## src/rtl/mips_pkg.sv

```systemverilog
// Shared MIPS definitions: ALU operation codes and the multiply/divide sequencer state type.
package mips_pkg;

  localparam logic [3:0] ALU_AND = 4'b0000;
  localparam logic [3:0] ALU_OR  = 4'b0001;
  localparam logic [3:0] ALU_ADD = 4'b0010;
  localparam logic [3:0] ALU_SUB = 4'b0110;
  localparam logic [3:0] ALU_SLT = 4'b0111;
  localparam logic [3:0] ALU_NOR = 4'b1100;
  localparam logic [3:0] ALU_SLL = 4'b0011;

  typedef enum logic [1:0] {
    IDLE = 2'd0,
    MUL  = 2'd1,
    DIV  = 2'd2,
    DONE = 2'd3
  } muldiv_state_t;

endpackage

```

## src/rtl/alu_muldiv_seq.sv

```systemverilog
// MULTU/DIVU sequencer: 32-iteration shift-add multiply or restoring divide,
// borrowing the shared datapath ALU for one add/subtract per cycle.
module alu_muldiv_seq
  import mips_pkg::*;
#(
  parameter int WIDTH = 32,
  parameter int CNT_W = 5
) (
  input  logic             clk,
  input  logic             rst_n,
  input  logic             start,
  input  logic             op_div,
  input  logic [WIDTH-1:0] a,
  input  logic [WIDTH-1:0] b,
  output logic             busy,
  output logic             done,
  output logic [WIDTH-1:0] hi,
  output logic [WIDTH-1:0] lo,
  output logic [WIDTH-1:0] alu_in1,
  output logic [WIDTH-1:0] alu_in2,
  output logic [3:0]       alu_operation,
  output logic [4:0]       shmt,
  input  logic [WIDTH-1:0] alu_out
);

  localparam logic [CNT_W-1:0] LAST_ITER = CNT_W'(WIDTH - 1);

  muldiv_state_t    r_state;
  logic [CNT_W-1:0] r_cnt;
  logic [WIDTH-1:0] r_acc;   // acc for MULTU, rem for DIVU
  logic [WIDTH-1:0] r_mq;    // mq for MULTU, q for DIVU
  logic [WIDTH-1:0] r_opnd;  // mcand for MULTU, dvsr for DIVU
  logic [WIDTH-1:0] r_hi;
  logic [WIDTH-1:0] r_lo;
  logic             r_busy;
  logic             r_done;

  logic [WIDTH-1:0] w_sh;
  logic             w_ovf;
  logic             w_carry;
  logic             w_take;
  logic [WIDTH-1:0] w_acc_nxt;
  logic [WIDTH-1:0] w_mq_nxt;

  // One iteration of the active algorithm, using the ALU result of this cycle.
  always_comb begin
    w_sh      = {r_acc[WIDTH-2:0], r_mq[WIDTH-1]};
    w_ovf     = r_acc[WIDTH-1];
    w_carry   = (alu_out < r_acc);
    w_take    = w_ovf | ~(w_sh < r_opnd);
    w_acc_nxt = r_acc;
    w_mq_nxt  = r_mq;
    case (r_state)
      MUL: begin
        if (r_mq[0]) {w_acc_nxt, w_mq_nxt} = {w_carry, alu_out, r_mq[WIDTH-1:1]};
        else         {w_acc_nxt, w_mq_nxt} = {1'b0, r_acc, r_mq[WIDTH-1:1]};
      end
      DIV: begin
        if (w_take) begin
          w_acc_nxt = alu_out;
          w_mq_nxt  = {r_mq[WIDTH-2:0], 1'b1};
        end else begin
          w_acc_nxt = w_sh;
          w_mq_nxt  = {r_mq[WIDTH-2:0], 1'b0};
        end
      end
      default: ;
    endcase
  end

  // The ALU path must stay combinational so alu_out lands in the same cycle.
  always_comb begin
    alu_in1       = '0;
    alu_in2       = '0;
    alu_operation = ALU_ADD;
    case (r_state)
      MUL: begin
        alu_in1 = r_acc;
        alu_in2 = r_opnd;
      end
      DIV: begin
        alu_in1       = w_sh;
        alu_in2       = r_opnd;
        alu_operation = ALU_SUB;
      end
      default: ;
    endcase
  end

  always_ff @(posedge clk) begin
    if (!rst_n) begin
      r_state <= IDLE;
      r_cnt   <= '0;
      r_busy  <= 1'b0;
      r_done  <= 1'b0;
      r_hi    <= '0;
      r_lo    <= '0;
    end else begin
      case (r_state)
        IDLE: begin
          if (start) begin
            r_acc  <= '0;
            r_mq   <= a;
            r_opnd <= b;
            r_cnt  <= '0;
            r_busy <= 1'b1;
            if (op_div && (b == '0)) begin
              r_state <= DONE;
              r_done  <= 1'b1;
              r_hi    <= a;
              r_lo    <= '1;
            end else begin
              r_state <= op_div ? DIV : MUL;
            end
          end
        end
        MUL, DIV: begin
          r_acc <= w_acc_nxt;
          r_mq  <= w_mq_nxt;
          r_cnt <= r_cnt + CNT_W'(1);
          if (r_cnt == LAST_ITER) begin
            r_state <= DONE;
            r_done  <= 1'b1;
            r_hi    <= w_acc_nxt;
            r_lo    <= w_mq_nxt;
          end
        end
        DONE: begin
          r_state <= IDLE;
          r_done  <= 1'b0;
          r_busy  <= 1'b0;
        end
        default: r_state <= IDLE;
      endcase
    end
  end

  assign busy = r_busy;
  assign done = r_done;
  assign hi   = r_hi;
  assign lo   = r_lo;
  assign shmt = 5'd0;

endmodule
```

## config.mk

```make
export PLATFORM = sky130hd
export DESIGN_NAME = alu_muldiv_seq
export DESIGN_NICKNAME = d
export VERILOG_FILES = /design/src/rtl/mips_pkg.sv /design/src/rtl/alu_muldiv_seq.sv
export SDC_FILE = /design/constraint.sdc
export NUM_CORES = 1
export LEC_CHECK = 0
export CAP_MARGIN = 30
export CORE_MARGIN = 5
export CORE_UTILIZATION = 45
export DETAILED_ROUTE_END_ITERATION = 8
export MAX_ROUTING_LAYER = met4
export PLACE_DENSITY = 0.84
export RECOVER_POWER = 100
export SETUP_SLACK_MARGIN = 0.4
export SYNTH_ARGS = -nofsm -noshare
export SYNTH_HDL_FRONTEND = slang
export SYNTH_SLANG_ARGS = --single-unit
```

## constraint.sdc

```tcl
create_clock -name clk -period 4.55 [get_ports clk]
set_input_delay 0.91 -clock clk [delete_from_list [all_inputs] [get_ports clk]]
set_output_delay 0.91 -clock clk [all_outputs]
set_load 0.05 [all_outputs]
```

==> Word level (Yosys, flattened, before mapping) <==
Index checks and enable logic that the tools add are counted.
{ "totals": {"out_inout_bits": 139, "reg_bits": 169, "input_bits": 100} }
{ "op_classes": {"n_lt_le_gt_ge": 2, "reduce_logical": 13, "bitwise": 2, "n_addsub": 1, "eq_ne": 7, "n_mux": 34} }
{ "op_table": {"columns": ["op", "n"], "rows": [
  ["$pmux 32 s2", 7],
  ["$mux 32", 12],
  ["$lt 32x32->1", 2],
  ["$logic_not 32->1", 1],
  ["$pmux 5 s2", 1],
  ["$reduce_and 3->1", 3],
  ["$mux 2", 4],
  ["$pmux 2 s3", 1],
  ["$reduce_and 2->1", 3],
  ["$add 5x1->5 const B", 1],
  ["$eq 5x5->1 const B", 1],
  ["$mux 1", 5],
  ["$mux 5", 1],
  ["$eq 2x2->1 const B", 2],
  ["$ne 2x2->1 const B", 2],
  ["$reduce_and 4->1", 1],
  ["$reduce_bool 2->1", 2],
  ["$mux 3", 1],
  ["$pmux 1 s3", 1],
  ["$eq 2x1->1 const B", 1],
  ["$logic_not 2->1", 1],
  ["$ne 2x1->1 const B", 1],
  ["$pmux 1 s2", 1],
  ["$reduce_or 2->1", 1],
  ["3 further kinds", 3]
]} }

==> Depth between registers and ports, before layout <==
Gate-level depths: netlist of run 1.
{ "logic_depth": {"depth_word": 7, "depth_mapped": 11} }

==> Least setup slack after synthesis of run 1 <==
Ideal clock, no wire load.
{ "synth_path": {"path_type": "input-to-reg", "startpoint": "input start", "endpoint": "register r_acc[0] (enable)", "setup_ns": 0.487, "arrival_ns": 4.182, "path_slack_ns": -0.118, "path_buffers": 1, "t_required_ns": 4.063, "stages": 4, "path_cell_list": "nand2b_1 > clkbuf_1 > o21ai_0 > nor2_1"} }
{ "synth_between": {"elab_chain_cells": 2} }
{ "synth_lines": {"columns": ["item", "line_no", "rtl"], "rows": [
  ["start: declaration", "alu_muldiv_seq.sv:11", "input logic start,"],
  ["$ne 2x2->1 (no line)", null, null],
  ["$reduce_and 3->1 (no line)", null, null],
  ["end signal: assignment", "alu_muldiv_seq.sv:118", "r_acc <= w_acc_nxt;"],
  ["end: declaration", "alu_muldiv_seq.sv:30", "logic [WIDTH-1:0] r_acc;"]
]} }
Every way passes these cells.
A chain may end at the register's enable or synchronous reset.

==> Final worst setup path of run 1 <==
{ "layout_path": {"startpoint": "register r_acc[16]", "endpoint": "register r_acc[12] (data pin)"} }
{ "layout_between": {"elab_chain_cells": 6} }
{ "layout_lines": {"columns": ["item", "line_no", "rtl"], "rows": [
  ["$lt 32x32->1", "alu_muldiv_seq.sv:50", "w_take = w_ovf | ~(w_sh < r_opnd);"],
  ["$not 1->1", "alu_muldiv_seq.sv:50", null],
  ["$or 1x1->1", "alu_muldiv_seq.sv:50", null],
  ["$mux 32", "alu_muldiv_seq.sv:59", "if (w_take) begin"],
  ["$pmux 32 s2", "alu_muldiv_seq.sv:53", "case (r_state)"],
  ["$pmux 32 s2", "alu_muldiv_seq.sv:99", "case (r_state)"]
]} }
Every way passes these cells.

==> results.json, run 1 <==
{
  "outcome": "complete, but fails checks",
  "violations": "capacitance limit, slew limit",
  "crit_path_max_incr_delay_ns": 1.16,
  "synth_top_area_cell": "edfxtp_1",
  "grt_overflow_total": 0,
  "drive_gt1_share_pct": 5.71,
  "layout_min_cycle_time_ns": 4.07,
  "vias_per_cell": 5.66,
  "dp_hpwl_um": 21900,
  "cellPowerDensity_mw_per_mm2": 715,
  "grt_usage_pct": 23.9,
  "num_vias": 9030,
  "grt_pass1_wl_um": 45800,
  "crit_fanout": 16,
  "drt_pass1_iterations": 5,
  "crit_path_end_kind": "register",
  "drc": 0,
  "async_flop_share_pct": 0,
  "hold_viol": 0,
  "worstHoldStart": "lo[0]",
  "dp.cells": 1561,
  "crit_path_start": "r_acc[16]",
  "grt_antenna_before_repair": 2,
  "rsz0062_at_grt": "false",
  "dpl_cell_area_sq_mm": 0.0129,
  "syn-instance-count": 1119,
  "die_h_um": 158,
  "clk_pin_slew_ns": 0.07,
  "post-route-period-util_pct": 89.4,
  "fin_worst_skew_ns": 0.0110,
  "slew_violations": 46,
  "first_iter_violations": 763,
  "hold_ws_ns": 0.500,
  "synth_common_cells": "nor2_1, nand2_1, edfxtp_1",
  "post_cts_resized": 0,
  "syn_avg_cell_area_sq_um": 8.81,
  "cp-start-kind": "register",
  "slew_headroom_pct": -22.9,
  "wl_per_cell_um": 18.8,
  "hold_path_class": "register to register",
  "crit_path_top_delay_cell": "a21oi_1",
  "syn2layout_area_growth_pct": 28.7,
  "port_buffers": 230,
  "synth_enable_flop_cells": 96,
  "yosysSeqAreaShare_pct": 44.1,
  "grt_max_degree": 129,
  "grt_pass1_vias": 8651,
  "r2r_setup_slack_ns": 0.48,
  "crit_path_frequent_cell": "a21oi_1",
  "worst_pin_slew_ns": 1.84,
  "synth_area_sq_mm": 0.00985,
  "drt_wl_total_um": 30100,
  "ant_nets": 0,
  "finalSetupViolations": 0,
  "crit_chain": "ha_1 -> a21oi_1 -> o21ai_0 -> a221oi_1 -> o211ai_1 -> a21oi_1 -> buf_4 -> mux2i_1 -> a21oi_1 -> nor2_1",
  "timing.rr.start": "r_acc[16]",
  "cts_setup_buffers": 0,
  "crit_type": "register to register",
  "clk_latency_ns": 0.42,
  "synth.most_common_cell": "nor2_1",
  "gp_congestion": 0.857,
  "final_area_sq_mm": 0.0127,
  "tns_ns": 0,
  "initial_core_util_pct": 45.4,
  "vdd_ir_drop_max_uv": 513,
  "dieWidth_um": 158,
  "yosysTopAreaCellShare_pct": 29.3,
  "clock.fmax_mhz": 246,
  "maxCapViolCount": 2,
  "yosys_register_bits": 169,
  "nets": 1469,
  "cp.required_ns": 4.69,
  "ioPinCount": 239,
  "yosysWarnings": 0,
  "finalNonFillerCells": 1595,
  "cts_buffers": 17,
  "holdBufCountCts": 0,
  "cts_buffer_depth": 2,
  "p_leak_nw": 5.00,
  "h-tree-depth": 4,
  "power.total_w": 0.00906,
  "core_area_sq_mm": 0.0217,
  "dieArea_sq_mm": 0.0250,
  "synth_flop_cell": "edfxtp_1",
  "cts_tree": "done",
  "cts_sinks": 169,
  "yosys-top-cells-area": "edfxtp_1, dfxtp_1, ha_1",
  "synth_cell_type_count": 45,
  "arrival_ns": 4.21,
  "num_rows": 54,
  "cts-root-buf": "clkbuf_16"
}
[flip-flops by register name, summed over array words and instances (netlist names)]
signal   flops
lo          32
r_cnt        5
r_mq        32
hi          32
busy         1
done         1
r_opnd      32
r_acc       32
r_state      2
[cell usage in the layout, fill, tap and decap left out, drive strengths merged, types with 7 or more instances in the layout]
master / count
nor2: 184
nand2: 170
dlygate4sd3: 100
edfxtp: 96
a21oi: 85
inv: 74
dfxtp: 73
ha: 69
clkdlybuf4s50: 66
clkbuf: 65
o21ai: 46
nand4: 40
a211oi: 34
buf: 33
a221oi: 32
o221ai: 32
mux2i: 31
a21o: 10
nor4: 8
conb: 8
a22oi: 7
nand3: 7
[final timing paths]
check,to,cells past startpoint
max,r_acc[12],10
min,lo[0],2
max reg2reg,r_acc[12],10
min reg2reg,lo[0],2
[critical path, delay by kind of cell (launching register included)]
family | cells | cell delay (ns)
AOI/OAI and AO/OA | 6 | 2.27
adders and majority gates | 1 | 0.35
buffers and inverters | 1 | 0.49
DFF | 1 | 0.46
muxes | 1 | 0.13
and+or+nand+nor | 1 | 0.07
[report_power, final]
part           total, W  switching, W  internal (W)
Combinational   0.00509       0.00366       0.00143
Sequential      0.00251      0.000308       0.00221
Clock           0.00146      0.000678      0.000778
[final cells by class]
type | instances | area (sq um)
well taps | 280 | 350
fillers | 1885 | 9010
repair buffers | 247 | 2370
clock buffers | 17 | 425
inverters | 68 | 258
flip-flops and latches | 169 | 4340
diodes | 2 | 5.00
multi-input cells | 797 | 4770
clock inverters | 15 | 160
[stage by stage]
step / setup WS [ns] / util (%)
6_report: 0.484 / 58.5
3_3_place_gp: 0.934 / 59.6
3_5_place_dp: 0.825 / 59.6
2_1_floorplan: 0.946 / -
4_1_cts: 0.646 / 62.3
5_1_grt: 0.265 / 58.5
[cells by family (layout without fill, tap and decap cells)]
family                   count (synthesis)  count (layout)  synth area share, %
AO/OA/AOI/OAI                          263             263                 19.0
flip-flops                             169             169                 44.1
buffers and inverters                  159             347                 6.82
multiplexers                            34              34                 3.49
other                                    2              10               0.0762
adder cells (fa/ha/maj)                 69              69                 8.76
AND/OR/NAND/NOR                        423             423                 17.8
[per-layer routing]
layer / track usage [%] / share of wire, %
met5: - / 0
met4: 6.50 / 1.9
met3: 4.92 / 7.4
met2: 40.8 / 50
met1: 29.0 / 40
(Power assumes the default switching activity.)
==> run 2: changes to the inputs <==
- PLACE_DENSITY: 0.84 -> 0.81
- clock period: 4.55 -> 3.9 ns (I/O delays scaled with it)
==> results.json, run 2 (same netlist as run 1, synthesis figures left out) <==
{
  "outcome": "complete, but fails checks",
  "violations": "capacitance limit, slew limit",
  "grt_antenna_before_repair": 0,
  "first_iter_violations": 815,
  "vias_per_cell": 5.71,
  "grt_overflow_total": 0,
  "num_vias": 9112,
  "cts_buffer_depth": 2,
  "cp-start-kind": "register",
  "dp.cells": 1563,
  "fin_worst_skew_ns": 0.0149,
  "hold_depth": 2,
  "grt_pass1_wl_um": 46500,
  "worst_pin_slew_ns": 1.91,
  "cts_sinks": 169,
  "drive_gt1_share_pct": 8.28,
  "initial_core_util_pct": 45.4,
  "p_leak_nw": 5.21,
  "core_area_sq_mm": 0.0217,
  "nets": 1472,
  "dieArea_sq_mm": 0.0250,
  "power.total_w": 0.0110,
  "antenna_cells": 0,
  "crit_path_top_delay_cell": "clkbuf_1",
  "clk_latency_ns": 0.44,
  "vdd_ir_drop_max_uv": 453,
  "hold_path_class": "register to register",
  "crit_fanout": 62,
  "clock.fmax_mhz": 283,
  "cts_setup_buffers": 0,
  "crit_type": "register to primary output",
  "crit_path_start": "r_state[0]",
  "layout_min_cycle_time_ns": 3.54,
  "ioPinCount": 239,
  "r2r_setup_slack_ns": 0.43,
  "crit_path_max_incr_delay_ns": 0.52,
  "ant_nets": 0,
  "post-route-period-util_pct": 90.7,
  "rsz0062_at_grt": "false",
  "finalNonFillerCells": 1596,
  "layout_commonest_cell": "nor2_1",
  "num_rows": 54,
  "grt_usage_pct": 24.3,
  "holdBufCountCts": 0,
  "grt_pass1_vias": 8692,
  "crit_chain": "inv_1 -> ha_1 -> clkinvlp_2 -> buf_12 -> a21oi_1 -> clkbuf_1",
  "dieWidth_um": 158,
  "worstHoldStart": "lo[10]",
  "cts_tree": "done",
  "slew_violations": 68,
  "grt_max_degree": 113,
  "dp_hpwl_um": 22000,
  "h-tree-depth": 4,
  "timing.rr.start": "r_acc[5]",
  "cts-root-buf": "clkbuf_16",
  "cts_buffers": 17,
  "maxCapViolCount": 2,
  "tns_ns": 0,
  "worstReg2RegEnd": "r_acc[24]",
  "gp_congestion": 0.894,
  "drc": 0,
  "clk_pin_slew_ns": 0.07,
  "finalSetupViolations": 0,
  "hold_end": "lo[10]",
  "arrival_ns": 2.76,
  "syn2layout_area_growth_pct": 33.5,
  "post_cts_resized": 0,
  "drt_wl_total_um": 30300,
  "slew_headroom_pct": -27.5,
  "drt_pass1_iterations": 6,
  "cp.required_ns": 3.12,
  "cellPowerDensity_mw_per_mm2": 838,
  "wl_per_cell_um": 19.0,
  "crit_path_end_kind": "primary output",
  "r2r_cells": 10,
  "port_buffers": 230,
  "hold_ws_ns": 0.501,
  "hold_viol": 0,
  "layout_common_cells": "nor2_1, nand2_1, dlygate4sd3_1",
  "fillCellCount": 1852,
  "die_h_um": 158,
  "post-route-util_pct": 60.7
}
## run 2: worst max path at each step
stage,to,slack (ns),cells past startpoint
after floorplan,r_acc[0],0.43,4
after global placement,hi[6],0.50,9
after detailed placement,hi[4],0.36,10
after CTS,alu_operation[2],0.55,3
after global routing,hi[31],0.25,11
final,alu_in1[16],0.36,6
## run 2: metrics by stage
step                cell area (sq um)  setup slack, ns
floorplan                        9880            0.426
CTS                             13500            0.549
global placement                13000            0.505
finish                          13200            0.363
detailed placement              13000            0.364
global route                    13200            0.246
## run 2: report_power, final
part           internal [W]  switching (W)
Sequential          0.00257       0.000347
Clock              0.000854       0.000824
Combinational       0.00203        0.00440
Total               0.00546        0.00557
## run 2: worst max-delay path, delay by kind of cell (launching register included)
family          cells  cell delay, ns
compound gates      1            0.14
fa+ha+maj           1            0.35
buf+inv             4            1.36
flops               1            0.44
## run 2: layout make-up
cell class / count / area [sq um] / share of cell area (%)
multi-input combinational: 797 / 4810 / 36.6
sequential: 169 / 4340 / 33.0
timing repair buffer: 250 / 2820 / 21.4
clock buffer: 17 / 425 / 3.23
tap: 280 / 350 / 2.66
inverter: 68 / 256 / 1.95
clock inverter: 15 / 156 / 1.19
## run 2: metal layers
metal | vias to the layer above | GRT usage [%] | wire length (um)
li1 | 4359 | - | -
met1 | 4329 | 30.4 | 12200
met2 | 367 | 40.3 | 15000
met3 | 57 | 4.32 | 2240
met4 | 0 | 7.47 | 843
met5 | - | - | 0
